<file path="src/rtl/mm_round_sequencer_pkg.sv">
// Shared types and constants for the Mastermind round sequencer.
// Peg counts, index widths and the sequencer state encoding live here.
package mm_pkg;

    localparam int NUM_PEGS = 4;
    localparam int PEG_W    = 3;
    localparam int IDX_W    = 2;

    localparam logic [IDX_W-1:0] LAST_IDX = IDX_W'(NUM_PEGS - 1);
    localparam logic [PEG_W-1:0] ALL_RED  = PEG_W'(NUM_PEGS);

    typedef enum logic [2:0] {
        CODE_ENTRY,
        GUESS_ENTRY,
        CLEAR,
        SWEEP,
        SETTLE,
        EVAL,
        WIN,
        LOSE
    } state_t;

    function automatic logic is_busy(input state_t s);
        return (s == CLEAR) || (s == SWEEP) || (s == SETTLE) || (s == EVAL);
    endfunction

endpackage

</file>
<file path="src/rtl/mm_round_sequencer_if.sv">
// Board/datapath bundle of the round sequencer; the board side is the master,
// the sequencer is the slave.
interface mm_round_sequencer_if;

    logic                     load_btn;
    logic                     new_game;
    logic [mm_pkg::PEG_W-1:0] red_in;
    logic [mm_pkg::PEG_W-1:0] white_in;
    logic                     code_we;
    logic                     guess_we;
    logic [mm_pkg::IDX_W-1:0] digit_idx;
    logic                     clr_score;
    logic                     cmp_en;
    logic [mm_pkg::IDX_W-1:0] cmp_idx;
    logic [3:0]               round;
    logic [mm_pkg::PEG_W-1:0] last_red;
    logic [mm_pkg::PEG_W-1:0] last_white;
    logic                     result_valid;
    logic                     win;
    logic                     lose;
    logic                     busy;

    modport master (
        output load_btn, new_game, red_in, white_in,
        input  code_we, guess_we, digit_idx, clr_score, cmp_en, cmp_idx,
               round, last_red, last_white, result_valid, win, lose, busy
    );

    modport slave (
        input  load_btn, new_game, red_in, white_in,
        output code_we, guess_we, digit_idx, clr_score, cmp_en, cmp_idx,
               round, last_red, last_white, result_valid, win, lose, busy
    );

endinterface

</file>
<file path="src/rtl/mm_round_sequencer_press_detect.sv">
// Rising-edge detector for the already-synchronised load button,
// so a held button produces exactly one action.
module mm_press_detect (
    input  logic clk,
    input  logic resetn,
    input  logic load_btn,
    output logic load_rise
);

    logic load_q;

    always_ff @(posedge clk) begin
        if (!resetn)
            load_q <= 1'b0;
        else
            load_q <= load_btn;
    end

    assign load_rise = resetn & load_btn & ~load_q;

endmodule

</file>
<file path="src/rtl/mm_round_sequencer.sv">
// Game-level sequencer: digit entry strobes, clear + compare sweep,
// result sampling and WIN/LOSE tracking for one Mastermind game.
module mm_round_sequencer
    import mm_pkg::*;
#(
    parameter int MAX_GUESSES   = 8,
    parameter int SETTLE_CYCLES = 1
) (
    input logic                 clk,
    input logic                 resetn,
    mm_round_sequencer_if.slave bus
);

    localparam logic [3:0] ROUND_LIMIT = 4'(MAX_GUESSES);
    localparam logic [1:0] SETTLE_LAST = 2'(SETTLE_CYCLES - 1);

    state_t           state;
    logic [IDX_W-1:0] digit_idx;
    logic [IDX_W-1:0] sweep_cnt;
    logic [1:0]       settle_cnt;
    logic [3:0]       round;
    logic [PEG_W-1:0] last_red;
    logic [PEG_W-1:0] last_white;
    logic             result_valid;
    logic             load_rise;

    mm_press_detect u_press (
        .clk       (clk),
        .resetn    (resetn),
        .load_btn  (bus.load_btn),
        .load_rise (load_rise)
    );

    // new_game overrides every state; EVAL cannot recur once round hits the limit.
    always_ff @(posedge clk) begin
        result_valid <= 1'b0;
        if (!resetn) begin
            state      <= CODE_ENTRY;
            digit_idx  <= '0;
            sweep_cnt  <= '0;
            settle_cnt <= '0;
            round      <= '0;
            last_red   <= '0;
            last_white <= '0;
        end else if (bus.new_game) begin
            state      <= CODE_ENTRY;
            digit_idx  <= '0;
            sweep_cnt  <= '0;
            settle_cnt <= '0;
            round      <= '0;
            last_red   <= '0;
            last_white <= '0;
        end else begin
            case (state)
                CODE_ENTRY: begin
                    if (load_rise) begin
                        digit_idx <= digit_idx + 1'b1;
                        if (digit_idx == LAST_IDX)
                            state <= GUESS_ENTRY;
                    end
                end
                GUESS_ENTRY: begin
                    if (load_rise) begin
                        digit_idx <= digit_idx + 1'b1;
                        if (digit_idx == LAST_IDX)
                            state <= CLEAR;
                    end
                end
                CLEAR: begin
                    state     <= SWEEP;
                    sweep_cnt <= '0;
                end
                SWEEP: begin
                    if (sweep_cnt == LAST_IDX) begin
                        state      <= SETTLE;
                        sweep_cnt  <= '0;
                        settle_cnt <= '0;
                    end else begin
                        sweep_cnt <= sweep_cnt + 1'b1;
                    end
                end
                SETTLE: begin
                    if (settle_cnt == SETTLE_LAST) begin
                        state      <= EVAL;
                        settle_cnt <= '0;
                    end else begin
                        settle_cnt <= settle_cnt + 1'b1;
                    end
                end
                EVAL: begin
                    last_red     <= bus.red_in;
                    last_white   <= bus.white_in;
                    round        <= round + 4'd1;
                    result_valid <= 1'b1;
                    if (bus.red_in == ALL_RED)
                        state <= WIN;
                    else if (round + 4'd1 == ROUND_LIMIT)
                        state <= LOSE;
                    else
                        state <= GUESS_ENTRY;
                end
                WIN:     state <= WIN;
                LOSE:    state <= LOSE;
                default: state <= CODE_ENTRY;
            endcase
        end
    end

    assign bus.code_we      = load_rise & (state == CODE_ENTRY) & ~bus.new_game;
    assign bus.guess_we     = load_rise & (state == GUESS_ENTRY) & ~bus.new_game;
    assign bus.clr_score    = resetn & ((state == CLEAR) | bus.new_game);
    assign bus.cmp_en       = (state == SWEEP);
    assign bus.cmp_idx      = (state == SWEEP) ? sweep_cnt : '0;
    assign bus.digit_idx    = digit_idx;
    assign bus.round        = round;
    assign bus.last_red     = last_red;
    assign bus.last_white   = last_white;
    assign bus.result_valid = result_valid;
    assign bus.win          = (state == WIN);
    assign bus.lose         = (state == LOSE);
    assign bus.busy         = is_busy(state);

endmodule

</file>
<file path="src/flat_wrapper.sv">
// flat-port wrapper written by rule: the top's interface ports become plain ports
module mm_round_sequencer_flat import mm_pkg::*;
#(
    parameter int MAX_GUESSES   = 8,
    parameter int SETTLE_CYCLES = 1
)
  (clk, resetn, bus_load_btn, bus_new_game, bus_red_in, bus_white_in, bus_code_we, bus_guess_we, bus_digit_idx, bus_clr_score, bus_cmp_en, bus_cmp_idx, bus_round, bus_last_red, bus_last_white, bus_result_valid, bus_win, bus_lose, bus_busy);
  mm_round_sequencer_if bus_i ();
  input logic clk;
  input logic resetn;
  input wire logic [$bits(bus_i.load_btn)-1:0] bus_load_btn;
  input wire logic [$bits(bus_i.new_game)-1:0] bus_new_game;
  input wire logic [$bits(bus_i.red_in)-1:0] bus_red_in;
  input wire logic [$bits(bus_i.white_in)-1:0] bus_white_in;
  output wire logic [$bits(bus_i.code_we)-1:0] bus_code_we;
  output wire logic [$bits(bus_i.guess_we)-1:0] bus_guess_we;
  output wire logic [$bits(bus_i.digit_idx)-1:0] bus_digit_idx;
  output wire logic [$bits(bus_i.clr_score)-1:0] bus_clr_score;
  output wire logic [$bits(bus_i.cmp_en)-1:0] bus_cmp_en;
  output wire logic [$bits(bus_i.cmp_idx)-1:0] bus_cmp_idx;
  output wire logic [$bits(bus_i.round)-1:0] bus_round;
  output wire logic [$bits(bus_i.last_red)-1:0] bus_last_red;
  output wire logic [$bits(bus_i.last_white)-1:0] bus_last_white;
  output wire logic [$bits(bus_i.result_valid)-1:0] bus_result_valid;
  output wire logic [$bits(bus_i.win)-1:0] bus_win;
  output wire logic [$bits(bus_i.lose)-1:0] bus_lose;
  output wire logic [$bits(bus_i.busy)-1:0] bus_busy;
  assign bus_i.load_btn = bus_load_btn;
  assign bus_i.new_game = bus_new_game;
  assign bus_i.red_in = bus_red_in;
  assign bus_i.white_in = bus_white_in;
  assign bus_code_we = bus_i.code_we;
  assign bus_guess_we = bus_i.guess_we;
  assign bus_digit_idx = bus_i.digit_idx;
  assign bus_clr_score = bus_i.clr_score;
  assign bus_cmp_en = bus_i.cmp_en;
  assign bus_cmp_idx = bus_i.cmp_idx;
  assign bus_round = bus_i.round;
  assign bus_last_red = bus_i.last_red;
  assign bus_last_white = bus_i.last_white;
  assign bus_result_valid = bus_i.result_valid;
  assign bus_win = bus_i.win;
  assign bus_lose = bus_i.lose;
  assign bus_busy = bus_i.busy;
  mm_round_sequencer #(.MAX_GUESSES(MAX_GUESSES), .SETTLE_CYCLES(SETTLE_CYCLES)) u_core (.clk(clk), .resetn(resetn), .bus(bus_i));
endmodule
</file>
<file path="config.mk">
export PLATFORM = sky130hd
export DESIGN_NAME = mm_round_sequencer_flat
export DESIGN_NICKNAME = d
export VERILOG_FILES = /design/src/rtl/mm_round_sequencer_pkg.sv /design/src/rtl/mm_round_sequencer_if.sv /design/src/rtl/mm_round_sequencer_press_detect.sv /design/src/rtl/mm_round_sequencer.sv /design/src/flat_wrapper.sv
export SDC_FILE = /design/constraint.sdc
export NUM_CORES = 1
export LEC_CHECK = 0
export ABC_AREA = 1
export CORE_MARGIN = 3
export CORE_UTILIZATION = 35
export DETAILED_ROUTE_END_ITERATION = 8
export GPL_ROUTABILITY_DRIVEN = 0
export PLACE_DENSITY = 0.64
export SLEW_MARGIN = 20
export SYNTH_ARGS = -nofsm -noshare
export SYNTH_HDL_FRONTEND = slang
export SYNTH_SLANG_ARGS = --single-unit
</file>
<file path="constraint.sdc">
create_clock -name clk -period 1.9 [get_ports clk]
set_input_delay 0.38 -clock clk [delete_from_list [all_inputs] [get_ports clk]]
set_output_delay 0.38 -clock clk [all_outputs]
set_load 0.005 [all_outputs]
</file>
==> impl_metrics.yaml, run 1 <==
logic_synthesis:
  synth.distinct_cells: 27
  syn_inst: 151
  ys_ff_latch: 21
  netlist_area_um2: 1080
  synth_top_area_share_pct: 38.93
  synth-seq-area-share_pct: 38.93
  synthTopCellsByArea: "dfxtp_1 39%, nand2_1 14%, a21oi_1 7.9%"
  synth_fp_nets: 166
  yosysWarnings: 0
  synth.avg_cell_area_um2: 7.151
  synth_top_area_cell: "dfxtp_1"
finish:
  final_cell_mix: "40 x nand2_1, 22 x clkdlybuf4s50_1, 18 x dfxtp_1, 17 x a21oi_1, 15 x inv_1"
  layout_commonest_cell: "nand2_1"
  instances_no_fill: 221
  final_nets: 206
  area_growth_pct: 40.56
  fin_area_um2: 1518
  nFillCells: 291
  final_util_pct: 53.20
  drive_gt1_share_pct: 21.05
  num_antenna_cells: 0
die:
  core_area_um2: 2853
  dieHeight_um: 61.55
  fp.dieW_um: 61.55
  start_util_pct: 37.85
  die-area_um2: 3788
  rows: 19
  io_pins: 32
cts:
  cts_sinks: 21
  htree_levels: 1
  cts_tree: "built"
  clockBufferDepth: 2
  cts-buffers-inserted: 3
  clk_pin_slew_ns: 0.11
  holdBufCountCts: 0
  clk_latency_ns: 0.29
  root_buffer: "clkbuf_4"
global_routing:
  grt_usage_pct: 13.70
  grt_pass1_wl_um: 3974
  grt_max_degree: 14
  grt_pass1_vias: 990
  antenna_found_initial: 0
  grt_overflow_total: 0
worst_setup_path:
  worstPathMaxFanout: 3
  worstSetupEndpointType: "primary output"
  cp.required_ns: 1.52
  worstPathArrival_ns: 1.50
  crit_path_start_kind: "input port"
  path_class: "in -> out"
sta:
  max-slew-margin-rel_pct: 78.79
  fin_crit_sh_pct: 98.72
  rsz0062_at_grt: "yes"
  tightest_slew_ns: 0.3174
  worst_clock_skew_ns: 0.001770
  setup_viol_count_final: 0
  timing.final.crit_period_ns: 1.876
  fmax_mhz: 533.2
  hold_viol: 0
  slew_violations: 0
placed_design:
  place_area_um2: 1461
  hpwl_um: 1818
  placed_cells: 216
  portBuffers: 31
pwr:
  p_per_area_nw_per_um2: 461.1
  irDropWorstVdd_mv: 0.2726
  p_leak_nw: 0.6939
drt:
  drt_iter0_drc: 49
  post-route-drc-count: 0
  finalWirelength_um: 2362
  ant_nets: 0
  vias_per_cell: 4.765
  routedWlPerCell_um: 10.69
  vias: 1053
  dr.pass1.iters: 5
run:
  drv_cap: 0
run_status:
  outcome: "finished clean"
worst_hold_path:
  hp-class: "reg -> reg"
-- stage by stage --
step / power, mW / setup slack (ns) / hold WS [ns] / setup TNS, ns
finish: 0.6998 / 0.02435 / 0.4660 / 0
detailed placement: 0.5028 / -0.3716 / 0.4528 / -0.8417
global route: 0.7378 / -0.02879 / 0.4933 / -0.02879
global placement: 0.5026 / -0.3396 / 0.4490 / -0.7648
floorplan: 0.4682 / 0.6303 / 0.4389 / 0
CTS: 0.7127 / -0.07751 / 0.4704 / -0.07751
-- worst max-delay path: stages --
cell and delay [ns]:
clkdlybuf4s50_1 0.48, nand2_1 0.07, or2_4 0.25, nor4_1 0.16, buf_2 0.16
-- layer usage --
metal	vias to the layer above	wire length [um]	GRT usage, %
met5	-	0	0
met4	0	10	3.636
met3	2	132	2.935
met2	27	1099	22.27
met1	474	1120	18.35
li1	550	-	-
-- final timing paths --
kind	slack, ns	start	end	cells after the start
setup / recovery	0.02	resetn	bus_code_we	5
hold / removal	0.47	u_core.bus.last_white[2]	u_core.bus.last_white[2]	2
setup reg to reg	0.54	u_core.state[0]	u_core.bus.round[0]	6
hold reg to reg	0.47	u_core.bus.last_white[2]	u_core.bus.last_white[2]	2
-- flip-flops by register name, summed over array words and instances, names as in the netlist --
register / count
u_core.u_press.load_q: 1
u_core.state: 3
u_core.bus.digit_idx: 2
u_core.settle_cnt: 2
u_core.bus.last_red: 3
u_core.bus.round: 4
u_core.bus.result_valid: 1
u_core.sweep_cnt: 2
u_core.bus.last_white: 3
-- power breakdown --
group	switching, mW	leakage, nW	total [mW]	internal (mW)
Sequential	0.00114	0.171	0.442	0.440
Clock	0.127	0.0150	0.208	0.0817
Combinational	0.0210	0.508	0.0499	0.0288
Total	0.149	0.694	0.700	0.551
-- final cells by class --
type                    count  area (um^2)  share of cell area [%]
flip-flops and latches     21        426.7                   28.11
well taps                  31        38.79                   2.556
inverters                  23        86.33                   5.688
clock buffers               4        26.28                   1.731
repair buffers             38        347.8                   22.92
multi-input cells         104        591.8                   38.99
-- cell usage after synthesis --
cell	count
a211oi_2	1
a21boi_0	1
a21oi_1	17
a21oi_2	1
and2_1	1
buf_2	1
clkbuf_1	2
dfxtp_1	21
ha_1	5
inv_1	16
inv_2	7
nand2_1	41
nand2_2	3
nand2_4	1
nand3_1	5
nand4_1	1
nor2_1	11
nor2_2	2
nor2_8	1
nor3_1	1
nor3b_1	1
nor4_1	1
o21ai_0	2
o21ai_1	2
o21ai_2	2
or2_0	1
or2_4	3
-- timing repair --
item                                    CTS  global route
endpoints found under the setup margin    9             4
resized for setup                        22             6
buffers inserted                          1             0
pin swaps                                 2             0
-- kinds of logic (layout without fill, tap and decap cells) --
logic type	after synthesis	in the layout	share of synthesized area, %
AOI/OAI and AO/OA	26	26	14.02
and+or+nand+nor	73	73	32.10
DFF	21	21	38.93
buffers and inverters	26	65	9.155
adders and majority gates	5	5	5.794
No activity file was read; power rests on OpenSTA's default activity.
==> run 2: changes to the inputs <==
--- a/config.mk
+++ b/config.mk
@@ -10,8 +10,8 @@
 export CORE_UTILIZATION = 35
 export DETAILED_ROUTE_END_ITERATION = 8
 export GPL_ROUTABILITY_DRIVEN = 0
-export PLACE_DENSITY = 0.64
-export SLEW_MARGIN = 20
+export PLACE_DENSITY = 0.67
+export SLEW_MARGIN = 10
 export SYNTH_ARGS = -nofsm -noshare
 export SYNTH_HDL_FRONTEND = slang
 export SYNTH_SLANG_ARGS = --single-unit
==> constraint.sdc (replaced) <==
create_clock -name clk -period 1.6 [get_ports clk]
set_input_delay 0.32 -clock clk [delete_from_list [all_inputs] [get_ports clk]]
set_output_delay 0.32 -clock clk [all_outputs]
set_load 0.005 [all_outputs]
==> impl_metrics.yaml, run 2 (synthesis results as in run 1) <==
run_status:
  outcome: "complete, but fails checks"
  violations: "negative setup slack"
finish:
  nFillCells: 267
  largest_reg_flops: 4
  instances_no_fill: 231
  layout_commonest_cell: "nand2_1"
  num_antenna_cells: 0
  largest-register: "u_core.bus.round"
  fin_area_um2: 1619
  final_nets: 216
  final_cell_mix: "38 x nand2_1, 19 x clkdlybuf4s50_1, 17 x a21oi_1, 15 x inv_1"
  drive_gt1_share_pct: 33.00
  multi_input_area_um2: 613.1
  seq_area_um2: 439.2
  area_growth_pct: 49.94
die:
  fp.dieW_um: 61.55
  io_pins: 32
  dieHeight_um: 61.55
  start_util_pct: 37.85
  die-area_um2: 3788
  rows: 19
  core_area_um2: 2853
worst_setup_path:
  reg2reg_slack_ns: 0.06
  worstSetupEndpointType: "primary output"
  cp_slowest_cell: "dfxtp_4"
  reg2regPathDepth: 10
  worstPathMaxFanout: 4
  max_stage_delay_ns: 0.41
  cp.required_ns: 1.28
  worst-path-buf-inv: 3
  crit_path_start_kind: "register"
  worstPathArrival_ns: 1.29
  path_class: "reg -> out"
  cp_top_family: "flip-flops"
  cp_cell_sequence: "inv_4, nor2_4, buf_6, nand2_4, a21boi_2, buf_2"
  r2r-end: "u_core.state[0]"
  reg2reg_from: "u_core.state[1]"
global_routing:
  grt_max_degree: 14
  grt_usage_pct: 14.66
  grt_pass1_wl_um: 4195
  antenna_found_initial: 0
  grt_pass1_vias: 996
  grt_overflow_total: 0
placed_design:
  portBuffers: 31
  post-place-ws_ns: -0.5795
  placed_cells: 223
  hpwl_um: 1830
  place_area_um2: 1514
sta:
  timing.final.crit_period_ns: 1.612
  hold_viol: 0
  slew_violations: 0
  max-slew-margin-rel_pct: 86.40
  fin_crit_sh_pct: 100.8
  tightest_slew_ns: 0.2033
  setup_viol_count_final: 1
  fmax_mhz: 620.2
  worst_slack_ns: -0.01238
  worst_clock_skew_ns: 0.004327
  rsz0062_at_grt: "yes"
pwr:
  p_leak_nw: 0.7098
  p_per_area_nw_per_um2: 515.9
  irDropWorstVdd_mv: 0.5946
drt:
  vias_per_cell: 4.693
  post-route-drc-count: 0
  dr.pass1.iters: 4
  ant_nets: 0
  vias: 1084
  finalWirelength_um: 2503
  routedWlPerCell_um: 10.84
  drt_iter0_drc: 70
cts:
  cts_sinks: 21
  cts-buffers-inserted: 3
  cts_tree: "built"
  root_buffer: "clkbuf_4"
  htree_levels: 1
  clk_latency_ns: 0.31
  clockBufferDepth: 2
  clk_pin_slew_ns: 0.11
  holdBufCountCts: 0
worst_hold_path:
  hold_depth: 3
  hold_start: "bus_load_btn"
  min_to: "u_core.u_press.load_q"
  hp-class: "in -> reg"
run:
  drv_cap: 0
[run 2: cell count changes in the layout (fill, tap and decap cells not counted), moves of 2 or more]
cell / before / now
dfxtp_4: 1 / 4
nand2_2: 2 / 5
buf_6: 0 / 3
dfxtp_1: 18 / 14
buf_4: 7 / 14
buf_2: 2 / 5
clkdlybuf4s50_1: 22 / 19
nor2_1: 10 / 7
nor2_4: 1 / 3
nand2_1: 40 / 38
[run 2: layout make-up]
cell class | instances | area share, %
well taps | 31 | 2.396
clock buffers | 3 | 1.391
flip-flops and latches | 21 | 27.13
clock inverters | 1 | 0.3091
repair buffers | 48 | 25.43
inverters | 23 | 5.487
multi-input cells | 104 | 37.87
[run 2: metrics by stage]
step / power, mW / utilization, % / hold slack [ns] / TNS, ns
final: 0.8352 / 56.75 / 0.3326 / -0.01238
after global routing: 0.8765 / 56.75 / 0.3431 / -0.3634
after global placement: 0.5961 / 53.07 / 0.4473 / -2.030
after detailed placement: 0.5973 / 53.07 / 0.4539 / -2.290
after CTS: 0.8559 / 54.87 / 0.3317 / -0.09211
after floorplan: 0.5560 / - / 0.4314 / 0
[run 2: tightest hold or removal path, cell delays in order]
cell           delay, ns
dlygate4sd2_1       0.19
nand2_1             0.06
inv_1               0.05
[run 2: where the power goes]
part	internal, mW	leakage (nW)	switching (mW)
Clock	0.0935	0.0177	0.166
Combinational	0.0321	0.518	0.0245
Sequential	0.518	0.174	0.00123
[run 2: repair_timing]
action | CTS | global route
gates resized for setup | 41 | 19
cloned | 0 | 0
endpoints found under the setup margin | 11 | 10
pin swaps | 1 | 5
setup buffers | 3 | 1
[run 2: worst max-delay path by stage]
stage / startpoint / endpoint / depth (start not counted)
after floorplan: u_core.state[1] / u_core.state[0] / 8
after global placement: resetn / bus_code_we / 5
after detailed placement: resetn / bus_code_we / 5
after CTS: u_core.state[1] / bus_clr_score / 6
after global routing: u_core.state[1] / bus_clr_score / 6
final: u_core.state[1] / bus_clr_score / 6
[run 2: routing by layer]
metal / vias up / wire length [um] / global-route usage, %
li1: 571 / - / -
met1: 487 / 1112 / 17.25
met2: 24 / 1256 / 26.76
met3: 2 / 117 / 4.403
met4: 0 / 17 / 1.818
met5: - / 0 / 0
==> patch (settings of run 2) <==
Encoding of `state_t`: now one-hot (8 bits for 8 states).
--- a/src/rtl/mm_round_sequencer_pkg.sv
+++ b/src/rtl/mm_round_sequencer_pkg.sv
@@ -9,15 +9,15 @@
     localparam logic [IDX_W-1:0] LAST_IDX = IDX_W'(NUM_PEGS - 1);
     localparam logic [PEG_W-1:0] ALL_RED  = PEG_W'(NUM_PEGS);
 
-    typedef enum logic [2:0] {
-        CODE_ENTRY,
-        GUESS_ENTRY,
-        CLEAR,
-        SWEEP,
-        SETTLE,
-        EVAL,
-        WIN,
-        LOSE
+    typedef enum logic [7:0] {
+        CODE_ENTRY  = 8'b00000001,
+        GUESS_ENTRY = 8'b00000010,
+        CLEAR       = 8'b00000100,
+        SWEEP       = 8'b00001000,
+        SETTLE      = 8'b00010000,
+        EVAL        = 8'b00100000,
+        WIN         = 8'b01000000,
+        LOSE        = 8'b10000000
     } state_t;
 
     function automatic logic is_busy(input state_t s);
Behaviour: no difference found for any inputs over 10 cycles, from zero or initial values and one cycle with resetn low; not proved beyond that.
==> patch against run 2 <==
- the flow still finishes with violations (setup timing)
- design area up 36%
- die area up 25%
- power up 29%
- highest routed layer unchanged
- sequential cell count up 5
- wire length up 38%
- sequential power up 25%
- synthesized area up 28%
- worst setup slack worse by 0.11 ns
==> patch: results (changes against run 2) <==
stage	metric	value	unit	change
synth	synth_cell_types	30		was 27
cts	path_clk_slew	0.08	ns	was 0.11 ns
detailed_routing	wl_per_cell	11.5	um	was 10.8 um
cells_and_area	drive_above_1_share	42.2	%	was 33.0%
cells_and_area	nets	268		was 216
critical_path	cpPeakStageDelay	0.33	ns	was 0.41 ns
critical_path	crit_slowest_cell	dfxtp_2		was dfxtp_4
global_routing	grt_pass1_vias	1273		was 996
place	place_area	0.00186	mm^2	was 0.00151 mm^2
hold_path	min_to	u_core.settle_cnt[0]		was u_core.u_press.load_q
hold_path	hp-class	reg2reg		was in2reg
critical_path	arrival	1.41	ns	was 1.29 ns
critical_path	ff2ff_path_depth	12		was 10
sta	slew_headroom	65.3	%	was 86.4%
hold_path	hold_path_startpoint	u_core.settle_cnt[0]		was bus_load_btn
outcome	failed_checks	setup timing		unchanged
critical_path	r2r_slack	-0.04	ns	was 0.06 ns
hold_path	whs_path_depth	2		was 3
sta	fin_ws	-0.127	ns	was -0.0124 ns
synth	synthTopCellsByArea	dfxtp_1 (38%), nor2_1 (8.1%), inv_1 (6.0%), nand2_1 (6.0%), ha_1 (4.5%)		was dfxtp_1 (39%), nand2_1 (14%), a21oi_1 (7.9%), ha_1 (5.8%), inv_1 (5.6%)
cells_and_area	fillers	352		was 267
sta	skew	0.00168	ns	was 0.00433 ns
cts	worstSkewPairLatency	0.26	ns	was 0.31 ns
sta	setup_tns	-0.544	ns	was -0.0124 ns
synth	synth_top_cells_by_count	nor2_1 (30), dfxtp_1 (26), inv_1 (22), nand2_1 (22), a21oi_1 (11)		was nand2_1 (41), dfxtp_1 (21), a21oi_1 (17)
place	dp_slack	-0.445	ns	was -0.580 ns
synth	syn_nets	195		was 166
synth	ys_seq_area_share	37.6	%	was 38.9%
outcome	status	finished, violations left		unchanged
sta	finalSetupViolations	10		was 1
power	p_int	0.851	mW	was 0.644 mW
global_routing	grtUsageTotal	15.2	%	was 14.7%
-- patch: metrics by stage --
stage,hold WS [ns],instances,util [%]
after floorplan,0.431,180,-
after global placement,0.466,273,49.6
after detailed placement,0.472,273,49.6
after CTS,0.484,297,56.2
after global routing,0.516,299,58.9
final,0.482,299,58.9
-- patch: metal layers --
layer	up-vias	GRT usage, %	part of all wire [%]
met2	27	25.0	49
met4	0	7.06	2.6
met5	-	0	0
li1	715	-	-
met1	612	18.9	45
met3	8	3.40	3.5
-- patch: logic make-up after synthesis --
| logic type | share of synthesized area [%] |
|---|---|
| XOR/XNOR | 0.634 |
| flip-flops | 37.6 |
| buffers and inverters | 10.7 |
| AO/OA/AOI/OAI | 10.9 |
| adder cells (fa/ha/maj) | 4.52 |
| AND/OR/NAND/NOR | 35.7 |
-- patch: worst max-delay path: cells and delay by family, from the launching register on --
kind	cells	cell delay [ns]
buf+inv	4	0.45
flops	1	0.33
simple gates	4	0.35
-- patch: worst max-delay path by stage --
stage,start,slack [ns],cells past startpoint,to
6_report,u_core.state[1],-0.13,8,bus_busy
5_1_grt,u_core.state[0],-0.19,8,bus_busy
4_1_cts,u_core.state[1],-0.12,8,bus_busy
3_5_place_dp,resetn,-0.44,6,bus_code_we
3_3_place_gp,resetn,-0.37,6,bus_guess_we
2_1_floorplan,u_core.state[5],0.37,5,bus_clr_score
-- patch: cell type report --
| cell class | instances | area [um^2] | area share, % |
|---|---|---|---|
| multi-input cells | 119 | 802 | 36.4 |
| repair buffers | 72 | 646 | 29.3 |
| flip-flops and latches | 26 | 532 | 24.1 |
| inverters | 31 | 124 | 5.62 |
| well taps | 48 | 60.1 | 2.72 |
| clock buffers | 3 | 41.3 | 1.87 |
-- patch: power groups by stage --
stage,sequential [mW],combinational (mW),clock [mW]
2_1_floorplan,0.665,0.0242,0
3_3_place_gp,0.665,0.0621,0
3_5_place_dp,0.665,0.0628,0
4_1_cts,0.650,0.0624,0.368
5_1_grt,0.650,0.0717,0.385
6_report,0.650,0.0655,0.358
-- patch: repair_timing --
item | in CTS | in global routing
endpoints found under the setup margin | 9 | 18
resized for setup | 63 | 27
setup buffers | 22 | 5
pin swaps | 15 | 22
